`config.mk`:
```
export PLATFORM = sky130hd
export DESIGN_NAME = pla_trainer
export DESIGN_NICKNAME = d
export VERILOG_FILES = /design/src/rtl/pla_trainer.sv
export SDC_FILE = /design/constraint.sdc
export NUM_CORES = 1
export LEC_CHECK = 0
export BUFFER_PORTS_ARGS = -buffer_cell sky130_fd_sc_hd__buf_2
export CELL_PAD_IN_SITES_DETAIL_PLACEMENT = 0
export CELL_PAD_IN_SITES_GLOBAL_PLACEMENT = 1
export CORE_UTILIZATION = 54
export DETAILED_ROUTE_END_ITERATION = 12
export GPL_TIMING_DRIVEN = 0
export PLACE_DENSITY = 0.95
export SLEW_MARGIN = 20
export SYNTH_ARGS = -nofsm -noshare
export SYNTH_HDL_FRONTEND = slang
export SYNTH_SLANG_ARGS = --single-unit
export TNS_END_PERCENT = 20
```
`constraint.sdc`:
```
create_clock -name clk -period 7.5 [get_ports clk]
set_clock_uncertainty 0.05 [all_clocks]
set_input_delay 0.75 -clock clk [delete_from_list [all_inputs] [get_ports clk]]
set_output_delay 0.75 -clock clk [all_outputs]
set_load 0.05 [all_outputs]
```
`src/rtl/pla_trainer.sv`:
```
// Sequential perceptron trainer: buffers labelled samples, then runs epochs of the
// perceptron rule one sample per cycle and presents the W1/W2 pair for the classifier.
module pla_trainer #(
   parameter int XW        = 3,
   parameter int WW        = 8,
   parameter int DEPTH     = 10,
   parameter int MAX_EPOCH = 15,
   parameter int INIT_W    = 1
) (
   input  logic          clk,
   input  logic          rst_n,
   input  logic          in_valid,
   output logic          in_ready,
   input  logic [XW-1:0] in_x1,
   input  logic [XW-1:0] in_x2,
   input  logic          in_t,
   input  logic          start,
   output logic          busy,
   output logic          done,
   output logic          converged,
   output logic [3:0]    epoch_cnt,
   output logic [WW-1:0] W1,
   output logic [WW-1:0] W2
);

   localparam int CW = $clog2(DEPTH + 1);
   localparam int SW = 2 * XW + 1;

   typedef enum logic [1:0] {LOAD, TRAIN, DONE} state_t;

   state_t        state_reg, state_next;
   logic [CW-1:0] count_reg, count_next;
   logic [CW-1:0] index_reg, index_next;
   logic [3:0]    epoch_reg, epoch_next;
   logic          err_reg, err_next;
   logic          conv_reg, conv_next;
   logic [WW-1:0] w1_reg, w1_next;
   logic [WW-1:0] w2_reg, w2_next;
   logic          wr_en;

   logic [SW-1:0] buf_mem [DEPTH];
   logic [SW-1:0] cur;
   logic [WW-1:0] x1_ext, x2_ext, sum;
   logic          cur_t, y, mis;
   logic [3:0]    epoch_inc;

   always_ff @(posedge clk) begin
      if (wr_en)
         buf_mem[count_reg] <= {in_x1, in_x2, in_t};
   end

   // Small buffer read combinationally so each TRAIN cycle sees the weights
   // updated by the previous sample.
   assign cur    = buf_mem[index_reg];
   assign x1_ext = WW'(cur[SW-1 -: XW]);
   assign x2_ext = WW'(cur[XW:1]);
   assign cur_t  = cur[0];

   // Same arithmetic as the classifier: sums above 2^(WW-1)-1 classify as y=0.
   assign sum       = (w1_reg * x1_ext) + (w2_reg * x2_ext);
   assign y         = ~sum[WW-1];
   assign mis       = (y != cur_t);
   assign epoch_inc = epoch_reg + 4'd1;

   assign in_ready  = (state_reg == LOAD) && (count_reg < CW'(DEPTH));
   assign busy      = (state_reg == TRAIN);
   assign done      = (state_reg == DONE);
   assign converged = conv_reg;
   assign epoch_cnt = epoch_reg;
   assign W1        = w1_reg;
   assign W2        = w2_reg;

   always_ff @(posedge clk) begin
      if (!rst_n) begin
         state_reg <= LOAD;
         count_reg <= '0;
         index_reg <= '0;
         epoch_reg <= '0;
         err_reg   <= 1'b0;
         conv_reg  <= 1'b0;
         w1_reg    <= WW'(INIT_W);
         w2_reg    <= WW'(INIT_W);
      end else begin
         state_reg <= state_next;
         count_reg <= count_next;
         index_reg <= index_next;
         epoch_reg <= epoch_next;
         err_reg   <= err_next;
         conv_reg  <= conv_next;
         w1_reg    <= w1_next;
         w2_reg    <= w2_next;
      end
   end

   always_comb begin
      state_next = state_reg;
      count_next = count_reg;
      index_next = index_reg;
      epoch_next = epoch_reg;
      err_next   = err_reg;
      conv_next  = conv_reg;
      w1_next    = w1_reg;
      w2_next    = w2_reg;
      wr_en      = 1'b0;
      case (state_reg)
         LOAD: begin
            if (in_valid && in_ready) begin
               wr_en      = 1'b1;
               count_next = count_reg + CW'(1);
            end
            // A sample accepted in the start cycle is part of the training set.
            if (start && (count_next != '0)) begin
               state_next = TRAIN;
               w1_next    = WW'(INIT_W);
               w2_next    = WW'(INIT_W);
               index_next = '0;
               epoch_next = '0;
               err_next   = 1'b0;
            end
         end
         TRAIN: begin
            if (mis) begin
               err_next = 1'b1;
               if (cur_t) begin
                  w1_next = w1_reg + x1_ext;
                  w2_next = w2_reg + x2_ext;
               end else begin
                  w1_next = w1_reg - x1_ext;
                  w2_next = w2_reg - x2_ext;
               end
            end
            if (index_reg == count_reg - CW'(1)) begin
               epoch_next = epoch_inc;
               if (!(err_reg || mis)) begin
                  conv_next  = 1'b1;
                  state_next = DONE;
               end else if (epoch_inc == 4'(MAX_EPOCH)) begin
                  conv_next  = 1'b0;
                  state_next = DONE;
               end else begin
                  index_next = '0;
                  err_next   = 1'b0;
               end
            end else begin
               index_next = index_reg + CW'(1);
            end
         end
         DONE: begin
            if (start) begin
               state_next = LOAD;
               count_next = '0;
               conv_next  = 1'b0;
            end
         end
         default: state_next = LOAD;
      endcase
   end

endmodule

```
Word level (Yosys, flattened, before mapping)
Memories as Yosys holds them, arrays and structs flattened. A register that Yosys moved wholly into a read port is not among the register bits.
Cells that the tools add are included.
{"block": "word_totals", "latchBits": 0, "in_bits": 11, "elab_cells": 91, "ff_bits": 32, "rom_bits": 0, "mem_bits_rw": 70, "memories": 1}
{"name": "buf_mem", "words": 10, "word_bits": 7, "read_ports": 1, "rd_clocked_by_memory_dff": 1, "wr": 1, "line_no": "41", "text": "logic [SW-1:0] buf_mem [DEPTH];"}
{"block": "op_classes", "shift": 0, "reduce_logical": 16, "n_bitwise": 1, "div": 0, "n_eq_ne": 12, "n_lt_le_gt_ge": 1, "mul": 2, "add_sub_neg": 9, "muxes": 41}
{"operator": "4-bit two-way mux", "count": 10}
{"operator": "8-bit two-way mux", "count": 5}
{"operator": "8-bit case mux with 2 select lines", "count": 2}
{"operator": "4-bit case mux with 2 select lines", "count": 3}
{"operator": "8-bit by 3-bit adder with 8-bit output", "count": 2}
{"operator": "8-bit by 3-bit multiplier with 8-bit output", "count": 2}
{"operator": "8-bit by 3-bit subtractor with 8-bit output", "count": 2}
{"operator": "1-bit two-way mux", "count": 13}
{"operator": "4-bit by 1-bit adder with 4-bit output (second input constant)", "count": 3}
{"operator": "4-bit AND reduction", "count": 3}
{"operator": "2-bit two-way mux", "count": 5}
{"operator": "8-bit adder", "count": 1}
{"operator": "2-bit by 1-bit != test with 1-bit output (second input constant)", "count": 3}
{"operator": "3-bit by 2-bit != test with 1-bit output (second input constant)", "count": 2}
{"operator": "2-bit case mux with 3 select lines", "count": 1}
{"operator": "3-bit AND reduction", "count": 2}
{"operator": "2-bit nonzero test", "count": 3}
{"operator": "4-bit == test", "count": 1}
{"operator": "4-bit == test (second input constant)", "count": 1}
{"operator": "4-bit < comparator (second input constant)", "count": 1}
{"operator": "1-bit case mux with 2 select lines", "count": 2}
{"operator": "2-bit AND reduction", "count": 2}
{"operator": "4-bit nonzero test", "count": 1}
{"operator": "4-bit by 1-bit subtractor with 4-bit output (second input constant)", "count": 1}
{"operator": "9 further kinds", "count": 11}

Depth between registers and ports, before layout
Gate-level depths: netlist (run 1).
{"block": "logic_depth", "depth_word": 11, "mapped_depth": 23, "mapped_depth_nobuf": 20}

Worst setup path before layout (run 1)
No wires, ideal clock.
{"block": "synth_path", "kind": "flip-flop to flip-flop", "startpoint": "register (tool-made name)", "endpoint": "register (tool-made name)", "setup_time_ns": 0.060, "path_stages_with_launch": 21, "slack_ns": 2.355, "required_ns": 7.390, "arrival_ns": 5.036, "synth_period_minus_slack_ns": 5.145, "path_buffers": 3, "cell_sequence": "dfxtp_1 -> buf_6 -> buf_6 -> mux4_2 -> mux2i_1 -> mux2i_2 -> and2_1 -> fa_1 -> fa_1 -> fa_1 -> ha_1 -> nand4_1 -> o21bai_1 -> a21oi_1 -> o21ai_0 -> xnor2_1 -> xnor3_1 -> buf_6 -> o22a_4 -> o41ai_4 -> a22o_1"}

==> results of run 1 <==
-- worst reg2reg max path, cell delays in order, from the launching register on --
cell      delay (ns)
dfxtp_1         0.38
buf_2           0.29
nor2b_1         0.32
a22oi_1         0.15
a22oi_1         0.46
inv_1           0.19
nor2_1          0.18
fa_1            0.42
fa_1            0.47
fa_1            0.49
ha_1            0.29
nand4_1         0.08
o21bai_1        0.16
a21oi_1         0.10
o21ai_0         0.25
xnor2_1         0.14
xnor3_1         0.33
buf_6           0.15
nor3b_2         0.59
nor2b_1         0.21
a21oi_1         0.04
-- layer usage --
metal | GRT usage [%] | wire length [µm] | share of wire, %
met1 | 30.7 | 5550 | 44
met2 | 37.6 | 6030 | 48
met3 | 4.70 | 614 | 4.9
met4 | 8.40 | 269 | 2.2
met5 | 0 | 0 | 0
-- cells in the mapped netlist (2+ instances only) --
| cell | n | area share [%] |
|---|---|---|
| fa_1 | 22 | 7.2 |
| nand2b_1 | 6 | 0.61 |
| a31oi_1 | 3 | 0.31 |
| inv_1 | 42 | 2.6 |
| buf_2 | 4 | 0.33 |
| mux4_2 | 10 | 3.7 |
| a21boi_0 | 3 | 0.37 |
| a32o_1 | 7 | 1.1 |
| nor2b_1 | 15 | 1.5 |
| nand4_1 | 3 | 0.31 |
| or3_1 | 3 | 0.31 |
| clkbuf_1 | 8 | 0.49 |
| xnor3_1 | 2 | 0.74 |
| mux2_2 | 10 | 1.8 |
| or2_2 | 3 | 0.31 |
| xor2_1 | 7 | 1.0 |
| ha_1 | 35 | 7.2 |
| dfxtp_1 | 36 | 12 |
| and3_1 | 7 | 0.72 |
| nand3_1 | 7 | 0.57 |
| mux2i_1 | 8 | 1.3 |
| nand2_1 | 34 | 2.1 |
| xnor2_1 | 20 | 2.9 |
| edfxtp_1 | 70 | 34 |
| and2_1 | 23 | 2.4 |
| a211oi_1 | 2 | 0.25 |
| o21bai_1 | 2 | 0.25 |
| a21o_1 | 7 | 0.86 |
| o22ai_1 | 3 | 0.31 |
| nor2_1 | 30 | 1.8 |
| a22oi_1 | 9 | 1.1 |
| a22o_1 | 12 | 1.7 |
| o21ai_0 | 21 | 1.7 |
| nor3_1 | 7 | 0.57 |
| o31a_1 | 3 | 0.43 |
| a21oi_1 | 22 | 1.8 |
| buf_6 | 3 | 0.55 |
-- how the worst min path moves through the flow --
stage	cells past startpoint	startpoint	end	slack, ns
3_3_place_gp	2	converged	converged	0.43
4_1_cts	2	converged	converged	0.46
3_5_place_dp	2	converged	converged	0.45
6_report	2	converged	converged	0.45
2_1_floorplan	2	err_reg	err_reg	0.43
5_1_grt	1	state_reg[0]	state_reg[0]	0.50
-- stage by stage --
step	setup WS, ns	cell area [µm²]	instances	hold WS [ns]
2_1_floorplan	2.35	6120	524	0.427
3_3_place_gp	1.75	6460	698	0.431
3_5_place_dp	1.69	6460	698	0.452
4_1_cts	1.65	6760	714	0.462
5_1_grt	1.30	6760	714	0.495
6_report	1.64	6760	714	0.452
-- power breakdown --
part / total, mW / switching (mW) / internal (mW)
Clock: 0.460 / 0.226 / 0.234
Sequential: 0.678 / 0.0255 / 0.653
Combinational: 0.594 / 0.359 / 0.236
-- final cells by class --
cell class                      count  area share, %
Timing Repair Buffer               34           2.52
Clock inverter                      6          0.908
Tap cell                          140           2.59
Buffer                             15           1.24
Clock buffer                       10           3.39
Sequential cell                   106           41.8
Multi-Input combinational cell    361           45.2
Inverter                           42           2.33
-- logic make-up after synthesis --
kind of cell	synth area share, %
flops	46.1
mux	7.05
fa+ha+maj	14.4
xor+xnor	4.60
buf+inv	3.95
simple gates	11.8
compound gates	12.1
==> flow_summary.json, run 1 <==
{
  "outcome": "completed",
  "flops_latches_synth": 106,
  "cts_made_buffers": 9,
  "synth_flop_cell": "edfxtp_1",
  "critical_path.startpoint_type": "register",
  "hpwl_mm": 9.20,
  "reg2reg_depth": 20,
  "synthCells": 524,
  "synth-edff-count": 70,
  "worst_slew_margin_rel_pct": 48.4,
  "path_cells": "buf_2, nor2b_1, a22oi_1, a22oi_1, inv_1, nor2_1, fa_1, fa_1, fa_1, ha_1, nand4_1, o21bai_1, a21oi_1, o21ai_0, xnor2_1, xnor3_1, buf_6, nor3b_2, nor2b_1, a21oi_1",
  "cp-end-kind": "register",
  "arrival_time_reported_for_the_critical_path_endpoint_ns": 6.06,
  "finish.utilization_pct": 61.8,
  "fin_crit_sh_pct": 78.2,
  "pwr_density_cell_nw_per_um2": 256,
  "tightest_slew_ns": 0.766,
  "slew_viol_final": 0,
  "first_global_vias": 4096,
  "ctsHtreeMaxLevel": 3,
  "timing.setup.tns_ns": 0,
  "final_common_cell": "edfxtp_1",
  "clock-sinks": 106,
  "num_vias": 4148,
  "design.final.nets": 637,
  "syn_area_per_cell_um2": 11.7,
  "floorplan.initialDensity_pct": 56.0,
  "cts_root_buf": "clkbuf_16",
  "largest_register": "buf_mem",
  "critical-path-max-stage-delay_ns": 0.59,
  "mostFrequentLayoutCells": "edfxtp_1 (70), inv_1 (42), buf_2 (38)",
  "fraction_of_layout_instances_using_a_drive_strength_above_1_pct": 15.0,
  "drv_cap": 0,
  "critPathRequiredTime_ns": 7.69,
  "cts_setup_buffers": 0,
  "clock_path_buffers": 2,
  "worst_setup_hold_path_clk_slew_ns": 0.08,
  "clock_tree_from_tritoncts": "yes",
  "total_leakage_power_nw": 2.70,
  "number_of_remaining_drc_errors": 0,
  "floorplan.io_pins": 35,
  "post_route_total_power_mw": 1.73,
  "critical_path_class": "register to register",
  "crit_path_frequent_cell": "fa_1",
  "synth.distinct_cells": 52,
  "ff_latch_area_um2": 2820,
  "largest_register_ff_count": 70,
  "grt_first_pass_wirelength_mm": 20.3,
  "die-area_um2": 11800,
  "worst_path_maximum_fanout": 10,
  "die_width_um": 108,
  "global_route.usage.total_pct": 23.1,
  "timing.critical_path.to": "W1[0]",
  "grt_antenna_before_repair": 0,
  "final_count_of_negative_setup_slack_endpoints": 0,
  "port-buffer-count": 34,
  "worst_skew_pair.late_latency_ns": 0.36,
  "worst_path_dominant_cell_family": "adder cells",
  "worstReg2RegEnd": "W1[0]",
  "fill_cells": 886,
  "critPathSlowestCell": "nor3b_2",
  "finalWeightedCongestion": 0.848,
  "route.antenna.remaining_nets": 0,
  "antenna_cells_inserted": 0,
  "unrepaired_setup_endpoints_after_global_routing": "false",
  "ys_async_sr_fraction_pct": 0,
  "critical_path_depth": 20,
  "synthToLayoutAreaGrowth_pct": 10.4,
  "power.ir.vdd_worst_mv": 0.179,
  "detail_route.iter0.violations": 232,
  "grt.overflow.total": 0,
  "final_period_minus_worst_setup_slack_ns": 5.86,
  "post_cts_hold_buffer_count": 0,
  "totalWireLength_mm": 12.5,
  "final_hold_viol_count": 0,
  "post_drt_via_cell_ratio": 5.81,
  "timing.fmax_mhz": 171,
  "synth_fp_nets": 592,
  "firstDrtPassIters": 5,
  "synth-warning-count": 0,
  "synthesis.area_um2": 6120,
  "crit_buf_inv": 3,
  "r2r_setup_slack_ns": 1.64,
  "synth_sequential_area_ratio_pct": 46.1,
  "std_cell_rows": 38,
  "multi_input_combinational_cell_area_um2": 3060,
  "floorplan.core_area_um2": 10900,
  "dieHeight_um": 108,
  "cts-resized-gates": 0,
  "grt_start_max_net_pins": 20,
  "wl_per_cell_um": 17.5,
  "hp-class": "register to register"
}
Power figures use the tool's default switching activity.
==> inputs of run 2 (changes only) <==
--- a/config.mk
+++ b/config.mk
@@ -5,13 +5,14 @@
 export SDC_FILE = /design/constraint.sdc
 export NUM_CORES = 1
 export LEC_CHECK = 0
+export ABC_AREA = 1
 export BUFFER_PORTS_ARGS = -buffer_cell sky130_fd_sc_hd__buf_2
 export CELL_PAD_IN_SITES_DETAIL_PLACEMENT = 0
 export CELL_PAD_IN_SITES_GLOBAL_PLACEMENT = 1
-export CORE_UTILIZATION = 54
+export CORE_UTILIZATION = 47
 export DETAILED_ROUTE_END_ITERATION = 12
 export GPL_TIMING_DRIVEN = 0
-export PLACE_DENSITY = 0.95
+export PLACE_DENSITY = 0.9
 export SLEW_MARGIN = 20
 export SYNTH_ARGS = -nofsm -noshare
 export SYNTH_HDL_FRONTEND = slang
==> constraint.sdc (replaced) <==
create_clock -name clk -period 6 [get_ports clk]
set_clock_uncertainty 0.05 [all_clocks]
set_input_delay 0.6 -clock clk [delete_from_list [all_inputs] [get_ports clk]]
set_output_delay 0.6 -clock clk [all_outputs]
set_load 0.05 [all_outputs]
==> run 2 against run 1 <==
  * Via count grew 23%
  * Cell count grew 39%
  * Critical endpoint is now W2[6]
  * Worst setup slack lost 1.1 ns
==> flow_summary.json, run 2 <==
{
  "hp-class": "register to register",
  "die-area_um2": 14500,
  "yosys-mux-area-fraction_pct": 0,
  "fin_crit_sh_pct": 90.9,
  "number_of_remaining_drc_errors": 0,
  "largest_register_ff_count": 70,
  "finish.instance_area_um2": 7310,
  "synth_fp_nets": 837,
  "post_drt_via_cell_ratio": 5.14,
  "totalWireLength_mm": 14.7,
  "post_cts_hold_buffer_count": 0,
  "timing.setup.tns_ns": 0,
  "floorplan.core_area_um2": 13500,
  "outcome": "completed",
  "ctsHtreeMaxLevel": 3,
  "timing.fmax_mhz": 183,
  "cp-end-kind": "register",
  "place_inst": 979,
  "synth.distinct_cells": 41,
  "synth-warning-count": 0,
  "firstDrtPassIters": 4,
  "unrepaired_setup_endpoints_after_global_routing": "false",
  "final_period_minus_worst_setup_slack_ns": 5.46,
  "worst_skew_pair.late_latency_ns": 0.35,
  "critical_path_class": "register to register",
  "worst_setup_hold_path_clk_slew_ns": 0.07,
  "critPathRequiredTime_ns": 6.19,
  "worst_slew_margin_rel_pct": 33.8,
  "synth_top_family_by_area": "simple AND/OR/NAND/NOR gates",
  "critical-path-max-stage-delay_ns": 0.56,
  "crit_path_frequent_cell": "nand2_1",
  "ys_top_cells_by_area": "edfxtp_1 (32%), dfxtp_1 (11%), nand2_1 (8.5%)",
  "cts-resized-gates": 0,
  "power.ir.vdd_worst_mv": 0.200,
  "route.antenna.remaining_nets": 0,
  "placedInstanceArea_um2": 7010,
  "tightest_slew_ns": 0.985,
  "antenna_cells_inserted": 0,
  "post-synth-top-area-cell": "edfxtp_1",
  "finalWeightedCongestion": 0.888,
  "clock_tree_from_tritoncts": "yes",
  "compound_gate_fraction_of_synth_area_pct": 10.1,
  "synth_sequential_area_ratio_pct": 42.7,
  "critPathSlowestCell": "fa_1",
  "grt_first_pass_wirelength_mm": 24.0,
  "wl_per_cell_um": 14.7,
  "worst_path_maximum_fanout": 10,
  "synth_most_common_cell": "nand2_1",
  "critical_path.startpoint_type": "register",
  "syn_area_per_cell_um2": 8.59,
  "crit_buf_inv": 8,
  "arrival_time_reported_for_the_critical_path_endpoint_ns": 5.64,
  "final_hold_viol_count": 0,
  "total_leakage_power_nw": 3.22,
  "share_of_yosys_cell_area_claimed_by_the_top_area_cell_type_pct": 31.8,
  "synthesis.area_um2": 6610,
  "fraction_of_layout_instances_using_a_drive_strength_above_1_pct": 14.8,
  "cts_setup_buffers": 0,
  "dieHeight_um": 121,
  "hpwl_mm": 11.0,
  "ys_async_sr_fraction_pct": 0,
  "drv_cap": 0,
  "synthesized_area_fraction_occupied_by_and_or_nand_nor_cells_pct": 22.3,
  "cts_made_buffers": 9,
  "floorplan.io_pins": 35,
  "first_global_vias": 4912,
  "synth-edff-count": 70,
  "fill_cells": 1238,
  "clock-sinks": 106,
  "yosys.area_share.adder_pct": 13.3,
  "worst_path_dominant_cell_family": "adder cells",
  "grt_antenna_before_repair": 0,
  "mostFrequentLayoutCells": "nand2_1 (149), inv_1 (124), nor2_1 (95)",
  "final_common_cell": "nand2_1",
  "clock_path_buffers": 2,
  "global_route.usage.total_pct": 21.4,
  "synthToLayoutAreaGrowth_pct": 10.6,
  "num_vias": 5118,
  "port-buffer-count": 34,
  "detail_route.iter0.violations": 280,
  "grt.overflow.total": 0,
  "grt_start_max_net_pins": 19,
  "synthCells": 769,
  "largest_register": "buf_mem",
  "flops_latches_synth": 106,
  "final_count_of_negative_setup_slack_endpoints": 0,
  "cts_root_buf": "clkbuf_16",
  "yosys.area_share.xor_xnor_pct": 1.86,
  "floorplan.initialDensity_pct": 49.1,
  "slew_viol_final": 0,
  "die_width_um": 121,
  "number_of_standard_cells_in_the_layout_taps_in_and_fillers_out": 995,
  "design.final.nets": 882,
  "std_cell_rows": 42,
  "synth_flop_cell": "edfxtp_1",
  "netlist_top_cells_count": "nand2_1 (149), inv_1 (124), nor2_1 (95)",
  "pwr_density_cell_nw_per_um2": 484
}
-- run 2: cell types whose count changed after synthesis, sizes merged, moves of 23 or more --
cell   before  now
nand3       7   54
nor2       31   95
inv        42  128
o21ai      22   48
a21oi      22   45
nand2      34  160
and2       23    0
-- run 2: worst reg2reg max path: cells and delay by family, from the launching register on --
family	cells	cell delay (ns)
fa+ha+maj	4	1.89
simple gates	14	1.42
buf+inv	8	0.94
compound gates	4	0.64
flops	1	0.41
-- run 2: worst paths after layout --
kind / cells past startpoint / endpoint / slack, ns / start
max: 30 / W2[6] / 0.54 / register
min: 2 / err_reg / 0.43 / err_reg
max reg2reg: 30 / W2[6] / 0.54 / register
min reg2reg: 2 / err_reg / 0.43 / err_reg
-- run 2: power by group --
part / switching [mW] / total [mW] / internal, mW
logic: 1.35 / 2.04 / 0.691
registers: 0.0730 / 0.935 / 0.862
clock network: 0.275 / 0.560 / 0.284
total: 1.70 / 3.53 / 1.84
-- run 2: cell families after synthesis --
group,after synthesis
simple gates,337
buf+inv,149
compound gates,106
flops,106
fa+ha+maj,57
xor+xnor,14
-- run 2: cell type report --
cell class,instances,area (µm²),area share [%]
Multi-Input combinational cell,514,3180,43.5
Clock inverter,7,48.8,0.668
Tap cell,176,220,3.01
Timing Repair Buffer,34,170,2.33
Sequential cell,106,2820,38.6
Buffer,19,150,2.06
Inverter,130,493,6.75
Clock buffer,9,225,3.08
-- run 2: metrics by stage --
step	power (mW)	hold WS, ns	setup slack (ns)	utilization, %
final	3.53	0.430	0.543	54.3
after global routing	3.84	0.475	0.0793	54.3
after CTS	3.55	0.431	0.489	54.2
after detailed placement	2.99	0.413	0.551	52.1
after global placement	2.91	0.403	0.646	52.0
after floorplan	2.52	0.394	1.30	-
-- run 2: layer usage --
| metal | wire length (µm) | share of wire [%] | GRT usage, % |
|---|---|---|---|
| met5 | 0 | 0 | 0 |
| met4 | 171 | 1.2 | 6.94 |
| met3 | 586 | 4.0 | 3.44 |
| met2 | 7060 | 48 | 35.6 |
| met1 | 6840 | 47 | 28.4 |
